$ cat config.mk
export PLATFORM = sky130hd
export DESIGN_NAME = ex_operand_stage
export DESIGN_NICKNAME = d
export VERILOG_FILES = /design/src/rtl/ex_operand_stage.sv
export SDC_FILE = /design/constraint.sdc
export NUM_CORES = 1
export LEC_CHECK = 0
export CORE_ASPECT_RATIO = 1.75
export CORE_MARGIN = 5
export CORE_UTILIZATION = 35
export CTS_BUF_LIST = sky130_fd_sc_hd__clkbuf_16
export CTS_CLUSTER_SIZE = 16
export DETAILED_ROUTE_END_ITERATION = 8
export GPL_ROUTABILITY_DRIVEN = 0
export GPL_TIMING_DRIVEN = 0
export HOLD_SLACK_MARGIN = 0.06
export PLACE_DENSITY = 0.77
export REMOVE_ABC_BUFFERS = 1
export SYNTH_ARGS = -nofsm -noshare
export SYNTH_HDL_FRONTEND = slang
export SYNTH_SLANG_ARGS = --single-unit
$ cat constraint.sdc
create_clock -name clk_i -period 2.37 [get_ports clk_i]
set_clock_uncertainty 0.1 [all_clocks]
set_input_delay 0.237 -clock clk_i [delete_from_list [all_inputs] [get_ports clk_i]]
set_output_delay 0.237 -clock clk_i [all_outputs]
set_load 0.005 [all_outputs]
$ cat src/rtl/ex_operand_stage.sv
// rtl/ex_operand_stage.sv - RV32I decode and operand-select stage feeding alu_unit
module ex_operand_stage #(
    parameter int                    DATA_WIDTH = 32,
    parameter logic [DATA_WIDTH-1:0] RESET_PC   = '0
) (
    input  logic                  clk_i,
    input  logic                  rst_i,
    input  logic                  valid_i,
    output logic                  ready_o,
    input  logic [31:0]           instr_i,
    input  logic [DATA_WIDTH-1:0] pc_i,
    input  logic [DATA_WIDTH-1:0] rs1_data_i,
    input  logic [DATA_WIDTH-1:0] rs2_data_i,
    input  logic                  flush_i,
    output logic                  valid_o,
    input  logic                  ready_i,
    output logic [5:0]            alu_op_o,
    output logic [DATA_WIDTH-1:0] a_o,
    output logic [DATA_WIDTH-1:0] b_o,
    output logic [4:0]            rd_o,
    output logic                  rd_we_o,
    output logic [DATA_WIDTH-1:0] pc_o,
    output logic                  illegal_o
);

    // ALU operation codes shared with alu_unit
    localparam logic [5:0] OP_ALU_ADD  = 6'd0;
    localparam logic [5:0] OP_ALU_SUB  = 6'd1;
    localparam logic [5:0] OP_ALU_SLL  = 6'd2;
    localparam logic [5:0] OP_ALU_SLT  = 6'd3;
    localparam logic [5:0] OP_ALU_SLTU = 6'd4;
    localparam logic [5:0] OP_ALU_XOR  = 6'd5;
    localparam logic [5:0] OP_ALU_SRL  = 6'd6;
    localparam logic [5:0] OP_ALU_SRA  = 6'd7;
    localparam logic [5:0] OP_ALU_OR   = 6'd8;
    localparam logic [5:0] OP_ALU_AND  = 6'd9;

    // RV32I major opcodes
    localparam logic [6:0] OPC_OP     = 7'b0110011;
    localparam logic [6:0] OPC_OP_IMM = 7'b0010011;
    localparam logic [6:0] OPC_LUI    = 7'b0110111;
    localparam logic [6:0] OPC_AUIPC  = 7'b0010111;
    localparam logic [6:0] OPC_LOAD   = 7'b0000011;
    localparam logic [6:0] OPC_STORE  = 7'b0100011;
    localparam logic [6:0] OPC_JAL    = 7'b1101111;
    localparam logic [6:0] OPC_JALR   = 7'b1100111;
    localparam logic [6:0] OPC_BRANCH = 7'b1100011;

    localparam logic [6:0] F7_BASE = 7'b0000000;
    localparam logic [6:0] F7_ALT  = 7'b0100000;

    // Maps funct3 (plus the SUB/SRA alternate bit) onto an ALU operation
    function automatic logic [5:0] f3_to_op(input logic [2:0] f3, input logic alt);
        logic [5:0] op;
        case (f3)
            3'b000:  op = alt ? OP_ALU_SUB : OP_ALU_ADD;
            3'b001:  op = OP_ALU_SLL;
            3'b010:  op = OP_ALU_SLT;
            3'b011:  op = OP_ALU_SLTU;
            3'b100:  op = OP_ALU_XOR;
            3'b101:  op = alt ? OP_ALU_SRA : OP_ALU_SRL;
            3'b110:  op = OP_ALU_OR;
            default: op = OP_ALU_AND;
        endcase
        return op;
    endfunction

    logic [6:0]            opcode;
    logic [2:0]            funct3;
    logic [6:0]            funct7;
    logic [4:0]            rd_idx;
    logic [DATA_WIDTH-1:0] imm_i;
    logic [DATA_WIDTH-1:0] imm_s;
    logic [DATA_WIDTH-1:0] imm_u;
    logic [DATA_WIDTH-1:0] shamt;

    assign opcode = instr_i[6:0];
    assign funct3 = instr_i[14:12];
    assign funct7 = instr_i[31:25];
    assign rd_idx = instr_i[11:7];

    // I and S immediates sign-extend from bit 31; U-imm and shift amounts do not
    assign imm_i = DATA_WIDTH'($signed(instr_i[31:20]));
    assign imm_s = DATA_WIDTH'($signed({instr_i[31:25], instr_i[11:7]}));
    assign imm_u = DATA_WIDTH'({instr_i[31:12], 12'b0});
    assign shamt = DATA_WIDTH'(instr_i[24:20]);

    logic [5:0]            dec_op;
    logic [DATA_WIDTH-1:0] dec_a;
    logic [DATA_WIDTH-1:0] dec_b;
    logic                  dec_ill;
    logic                  dec_writes;
    logic                  dec_rd_we;

    // Decode the offered instruction; illegal encodings leave op=ADD, a=b=0
    always_comb begin
        dec_op     = OP_ALU_ADD;
        dec_a      = '0;
        dec_b      = '0;
        dec_ill    = 1'b0;
        dec_writes = 1'b1;
        case (opcode)
            OPC_OP: begin
                if (funct7 == F7_BASE ||
                    (funct7 == F7_ALT && (funct3 == 3'b000 || funct3 == 3'b101))) begin
                    dec_a  = rs1_data_i;
                    dec_b  = rs2_data_i;
                    dec_op = f3_to_op(funct3, funct7[5]);
                end else begin
                    dec_ill = 1'b1;
                end
            end
            OPC_OP_IMM: begin
                if (funct3 == 3'b001 || funct3 == 3'b101) begin
                    // Shift-immediates: upper bits must be a valid funct7
                    if (funct7 == F7_BASE || (funct3 == 3'b101 && funct7 == F7_ALT)) begin
                        dec_a  = rs1_data_i;
                        dec_b  = shamt;
                        dec_op = f3_to_op(funct3, funct7[5]);
                    end else begin
                        dec_ill = 1'b1;
                    end
                end else begin
                    // Upper bits are immediate here, so no SUB alternate
                    dec_a  = rs1_data_i;
                    dec_b  = imm_i;
                    dec_op = f3_to_op(funct3, 1'b0);
                end
            end
            OPC_LUI: begin
                dec_b = imm_u;
            end
            OPC_AUIPC: begin
                dec_a = pc_i;
                dec_b = imm_u;
            end
            OPC_LOAD: begin
                dec_a = rs1_data_i;
                dec_b = imm_i;
            end
            OPC_STORE: begin
                dec_a      = rs1_data_i;
                dec_b      = imm_s;
                dec_writes = 1'b0;
            end
            OPC_JAL, OPC_JALR: begin
                // Link value pc+4 is produced by the ALU
                dec_a = pc_i;
                dec_b = DATA_WIDTH'(32'd4);
            end
            OPC_BRANCH: begin
                dec_a      = rs1_data_i;
                dec_b      = rs2_data_i;
                dec_op     = OP_ALU_SUB;
                dec_writes = 1'b0;
            end
            default: begin
                dec_ill = 1'b1;
            end
        endcase
        dec_rd_we = dec_writes && !dec_ill && (rd_idx != 5'd0);
    end

    logic                  valid_q;
    logic [5:0]            op_q;
    logic [DATA_WIDTH-1:0] a_q;
    logic [DATA_WIDTH-1:0] b_q;
    logic [4:0]            rd_q;
    logic                  rd_we_q;
    logic [DATA_WIDTH-1:0] pc_q;
    logic                  ill_q;

    // Single-entry pipeline register can take a new entry whenever it is empty or draining
    assign ready_o = !valid_q || ready_i;

    // Pipeline register: reset, flush, load on transfer, or drain when consumed
    always_ff @(posedge clk_i) begin
        if (rst_i) begin
            valid_q <= 1'b0;
            op_q    <= OP_ALU_ADD;
            a_q     <= '0;
            b_q     <= '0;
            rd_q    <= 5'd0;
            rd_we_q <= 1'b0;
            pc_q    <= RESET_PC;
            ill_q   <= 1'b0;
        end else if (flush_i) begin
            valid_q <= 1'b0;
            rd_we_q <= 1'b0;
        end else if (valid_i && ready_o) begin
            valid_q <= 1'b1;
            op_q    <= dec_op;
            a_q     <= dec_a;
            b_q     <= dec_b;
            rd_q    <= rd_idx;
            rd_we_q <= dec_rd_we;
            pc_q    <= pc_i;
            ill_q   <= dec_ill;
        end else if (ready_i) begin
            valid_q <= 1'b0;
        end
    end

    assign valid_o   = valid_q;
    assign alu_op_o  = op_q;
    assign a_o       = a_q;
    assign b_o       = b_q;
    assign rd_o      = rd_q;
    assign rd_we_o   = rd_we_q;
    assign pc_o      = pc_q;
    assign illegal_o = ill_q;

endmodule

## Word level (Yosys, flattened, before mapping)

Index checks and enable logic that the tools add are counted.

| word-level totals | value |
|---|---|
| register bits after elaboration | 110 |
| bits of input ports | 133 |
| output and inout port bits | 111 |
| logic and storage cells | 72 |

| cells by class | value |
|---|---|
| eq/ne operators | 16 |
| mux-type cells | 23 |
| bitwise logic cells | 1 |
| reductions and logical operators | 24 |

Operators with widths:

| cell | count |
|---|---|
| one-hot mux 32 bit (7 select lines) | 1 |
| two-way mux 32 bit | 5 |
| one-hot mux 32 bit (4 select lines) | 1 |
| one-hot mux 4 bit (7 select lines) | 2 |
| == test 7 x 6 -> 1 bit, second input constant | 4 |
| == test 7 bit, second input constant | 3 |
| one-hot mux 6 bit (3 select lines) | 1 |
| == test 7 x 5 -> 1 bit, second input constant | 2 |
| == test 3 bit, second input constant | 3 |
| two-way mux 1 bit | 8 |
| two-way mux 4 bit | 2 |
| OR reduction 2 bit | 4 |
| == test 7 x 2 -> 1 bit, second input constant | 1 |
| zero test 7 bit | 1 |
| OR reduction 7 bit | 1 |
| == test 3 x 2 -> 1 bit, second input constant | 2 |
| two-way mux 6 bit | 1 |
| OR reduction 3 bit | 2 |
| logical AND 1 bit | 5 |
| logical OR 1 bit | 5 |
| two-way mux 5 bit | 1 |
| nonzero test 5 bit | 1 |
| == test 3 x 1 -> 1 bit, second input constant | 1 |
| zero test 3 bit | 1 |
| 5 further kinds | 6 |

## Longest topological paths before layout

| logic depth | value |
|---|---|
| depth in word-level cells | 9 |
| depth in mapped cells | 9 |
| mapped depth without buffers | 5 |

## Least setup slack after synthesis

Ideal clock, no wire load.

| path | value |
|---|---|
| path kind | input to register |
| from | in instr_i[14] |
| to | reg a_q[10] (netlist: a_o[10]) |
| library setup time | 0.122 ns |
| arrival time | 1.728 ns |
| required time | 2.148 ns |
| path slack | 0.420 ns |
| cell stages on the path | 7 |
| path through | buf_4 > or3b_1 > a32o_2 > a31oi_4 > a2111oi_4 > buf_6 > a221o_1 |

| between the ends | value |
|---|---|
| word-level cells in the longest chain between the ends | 6 |

RTL lines:

| element | line | RTL |
|---|---|---|
| start: declaration | 10 | `input logic [31:0] instr_i,` |
| == test 3 bit or zero test 3 bit (tied branches) | 105, 114, 116 |  |
| logical AND 1 bit or logical OR 1 bit (tied branches) | 116, 105 |  |
| logical OR 1 bit or logical AND 1 bit (tied branches) | 116, 105 |  |
| two-way mux 32 bit or logical OR 1 bit (tied branches) | 116, 104 |  |
| two-way mux 32 bit, on equally long branches | 114, 104 |  |
| one-hot mux 32 bit (4 select lines) (*) | 102 | `case (opcode)` |
| end signal: assignment | 181 | `a_q <= '0;` |
| end signal: assignment | 193 | `a_q <= dec_a;` |
| end: declaration | 166 | `logic [DATA_WIDTH-1:0] a_q;` |

Every way passes the cells marked *; elsewhere a longest branch is shown, timed or not.
A chain may end at the register's enable or synchronous reset.

## Final worst setup path

| path | value |
|---|---|
| from | in instr_i[2] |
| to | reg b_q[3] (netlist: b_o[3]) |

| between the ends | value |
|---|---|
| word-level cells in the longest chain between the ends | 3 |

RTL lines:

| element | line | RTL |
|---|---|---|
| == test 7 bit, or another cell as far along | 102 |  |
| OR reduction 2 bit | n/a |  |
| one-hot mux 32 bit (7 select lines) (*) | 102 |  |
| end signal: assignment | 182 | `b_q <= '0;` |
| end signal: assignment | 194 | `b_q <= dec_b;` |
| end: declaration | 167 | `logic [DATA_WIDTH-1:0] b_q;` |

Marked as above.

==> flow_summary.json <==
{
  "synth.distinct_cells": 54,
  "pin_count": 244,
  "cts.sinks": 108,
  "path_max_fanout": 16,
  "clk-insertion-delay-late_ns": 0.33,
  "ant_nets": 0,
  "drive_gt1_frac": 0.0964,
  "dp_slack_ns": -0.951,
  "avgRoutedWirePerCell_um": 18.7,
  "required_ns": 2.52,
  "cts_buffer_depth": 2,
  "multi_input_area_mm2": 0.00252,
  "dr_total_vias": 5108,
  "relSlewSlack": 0.392,
  "timing.final.hold_violations": 0,
  "async_reset_ff_frac": 0,
  "power_density_mw_per_mm2": 506,
  "dpl.cell_count": 928,
  "core_mm2": 0.0138,
  "die_x_um": 99.2,
  "whs_endpoint": "alu_op_o[3]",
  "final_cell_mix": "234 x clkdlybuf4s50_1, 116 x nand2_1, 108 x dfxtp_1",
  "clock-root-buffer": "clkbuf_16",
  "power.total_mw": 4.00,
  "grt_overflow": 0,
  "drt_iter0_drc": 221,
  "rows": 57,
  "ys_ff_latch": 108,
  "worst_setup_path_start_kind": "input pin",
  "area_growth_pct": 62.3,
  "outcome": "complete, no violations",
  "critical_path_class": "input pin to flip-flop",
  "end_kind": "flip-flop",
  "port_buffers": 241,
  "synth-main-ff-cell": "dfxtp_1",
  "report.final.slew_viol_count": 0,
  "final.setup.worst_slack_ns": 0.112,
  "ys_warn_count": 0,
  "synthCells": 546,
  "dp_hpwl_mm": 13.5,
  "clkSlewWorstSetupHoldPaths_ns": 0.07,
  "layout_commonest_cell": "clkdlybuf4s50_1",
  "dieArea_mm2": 0.0165,
  "start_util": 0.354,
  "synth-edff-count": 0,
  "synth_area_mm2": 0.00487,
  "drtPass1Iterations": 5,
  "min-delay-start": "alu_op_o[3]",
  "grt_pass1_vias": 5381,
  "regArea_mm2": 0.00216,
  "regToRegSetupSlack_ns": 0.27,
  "max_freq_mhz": 443,
  "arrival_ns": 2.41,
  "drc": 0,
  "die_h_um": 166,
  "final_nets": 906,
  "setup_viol": 0,
  "seq_area_frac_synth": 0.444,
  "drv_cap": 0,
  "wl_mm": 17.9,
  "period_share": 0.953,
  "fin_crit_ns": 2.26,
  "r2r_cells": 6,
  "grt_pass1_wl_mm": 27.7,
  "rsz0062_at_grt": "no",
  "vias_per_cell": 5.35,
  "instances_no_fill": 955,
  "grt_max_degree": 47,
  "htree_levels": 3,
  "hold_class": "flip-flop to flip-flop",
  "numCtsBuffers": 9,
  "n_antenna_cell": 0,
  "power_leakage_nw": 2.77,
  "r2r_start": "valid_o",
  "grtUsageTotal": 0.207,
  "tns_ns": 0,
  "ir_drop_mv": 0.291,
  "r2r-end": "a_o[16]",
  "cts_tree": "built",
  "min_path_cells": 2,
  "antenna_found_initial": 0,
  "utilization": 0.575,
  "n_fill_cell": 1238,
  "avgSynthCellArea_um2": 8.93,
  "tightestPinTransition_ns": 0.912
}
==> synthesized netlist by cell type (2+ instances only) <==
master,n,area share
a211oi_1,2,0.0031
a211oi_2,21,0.054
a21oi_1,43,0.044
a221o_1,32,0.066
a221oi_1,27,0.049
a222oi_1,4,0.0082
a22o_1,2,0.0036
a311oi_1,2,0.0036
and2_1,33,0.042
and3_1,2,0.0026
buf_2,3,0.0031
buf_4,5,0.0077
buf_6,10,0.023
clkbuf_1,30,0.023
dfxtp_1,108,0.44
inv_1,5,0.0039
nand2_1,116,0.089
nand2b_1,4,0.0051
nand3_1,2,0.0021
nand3b_1,2,0.0031
nand4_1,3,0.0039
nand4b_1,2,0.0036
nor2_1,37,0.028
nor2b_1,3,0.0039
nor3_1,9,0.0092
nor3b_1,3,0.0046
nor4_1,2,0.0026
o211ai_1,2,0.0031
o21ai_0,4,0.0041
o21ai_1,3,0.0031
or3_1,2,0.0026
==> flip-flops by register name (all words and copies together) (netlist names) <==
name / count
alu_op_o: 4
a_o: 32
b_o: 32
rd_we_o: 1
rd_o: 5
illegal_o: 1
pc_o: 32
valid_o: 1
==> repair_timing <==
item,in CTS,in global routing
hold buffers,0,0
gates cloned,1,1
endpoints found under the setup margin,64,58
buffers inserted,3,6
pin swaps,3,2
resized for setup,8,7
==> power by group <==
| part | internal, mW | leakage [nW] | switching, mW | total [mW] |
|---|---|---|---|---|
| sequential | 1.85 | 0.875 | 0.0201 | 1.87 |
| clock | 0.827 | 0.146 | 0.692 | 1.52 |
| combinational | 0.343 | 1.75 | 0.266 | 0.609 |
==> through the flow <==
| step | hold WS [ns] | instance area, um2 |
|---|---|---|
| 3_5_place_dp | 0.346 | 7420 |
| 4_1_cts | 0.351 | 7820 |
| 2_1_floorplan | 0.206 | 4600 |
| 6_report | 0.354 | 7910 |
| 3_3_place_gp | 0.340 | 7230 |
| 5_1_grt | 0.357 | 7910 |
==> layout make-up <==
cell class,instances,area share
repair buffers,262,0.340
multi-input cells,387,0.319
flip-flops and latches,108,0.273
clock buffers,9,0.0285
well taps,177,0.0280
clock inverters,7,0.00917
inverters,5,0.00237
==> cells by family after synthesis <==
kind of cell / Yosys count / share of synthesized area
buffers and inverters: 54 / 0.0616
other: 1 / 0.000769
AO/OA/AOI/OAI: 156 / 0.275
AND/OR/NAND/NOR: 225 / 0.216
XOR/XNOR: 1 / 0.00180
multiplexers: 1 / 0.00205
flip-flops: 108 / 0.444
==> how the worst max path moves through the flow <==
stage	startpoint	endpoint	slack [ns]	cells past startpoint
floorplan	valid_o	a_o[0]	-4.39	5
global placement	ready_i	a_o[0]	-10.57	6
detailed placement	instr_i[6]	a_o[16]	-0.95	7
CTS	ready_i	a_o[10]	0.02	7
global route	instr_i[2]	a_o[16]	0.02	8
finish	instr_i[2]	b_o[3]	0.11	7
==> critical path, stage by stage <==
cell	delay, ns
clkdlybuf4s50_1	0.54
nand4bb_4	0.35
or3_1	0.49
o31ai_4	0.30
buf_12	0.19
nand2_1	0.07
a211oi_2	0.22
==> layer usage <==
metal,vias up,part of all wire,GRT usage
met5,-,0,0
met4,0,0.029,0.0785
met3,34,0.072,0.0538
met2,224,0.54,0.387
met1,2418,0.36,0.215
li1,2432,-,-
(Power assumes the default switching activity.)
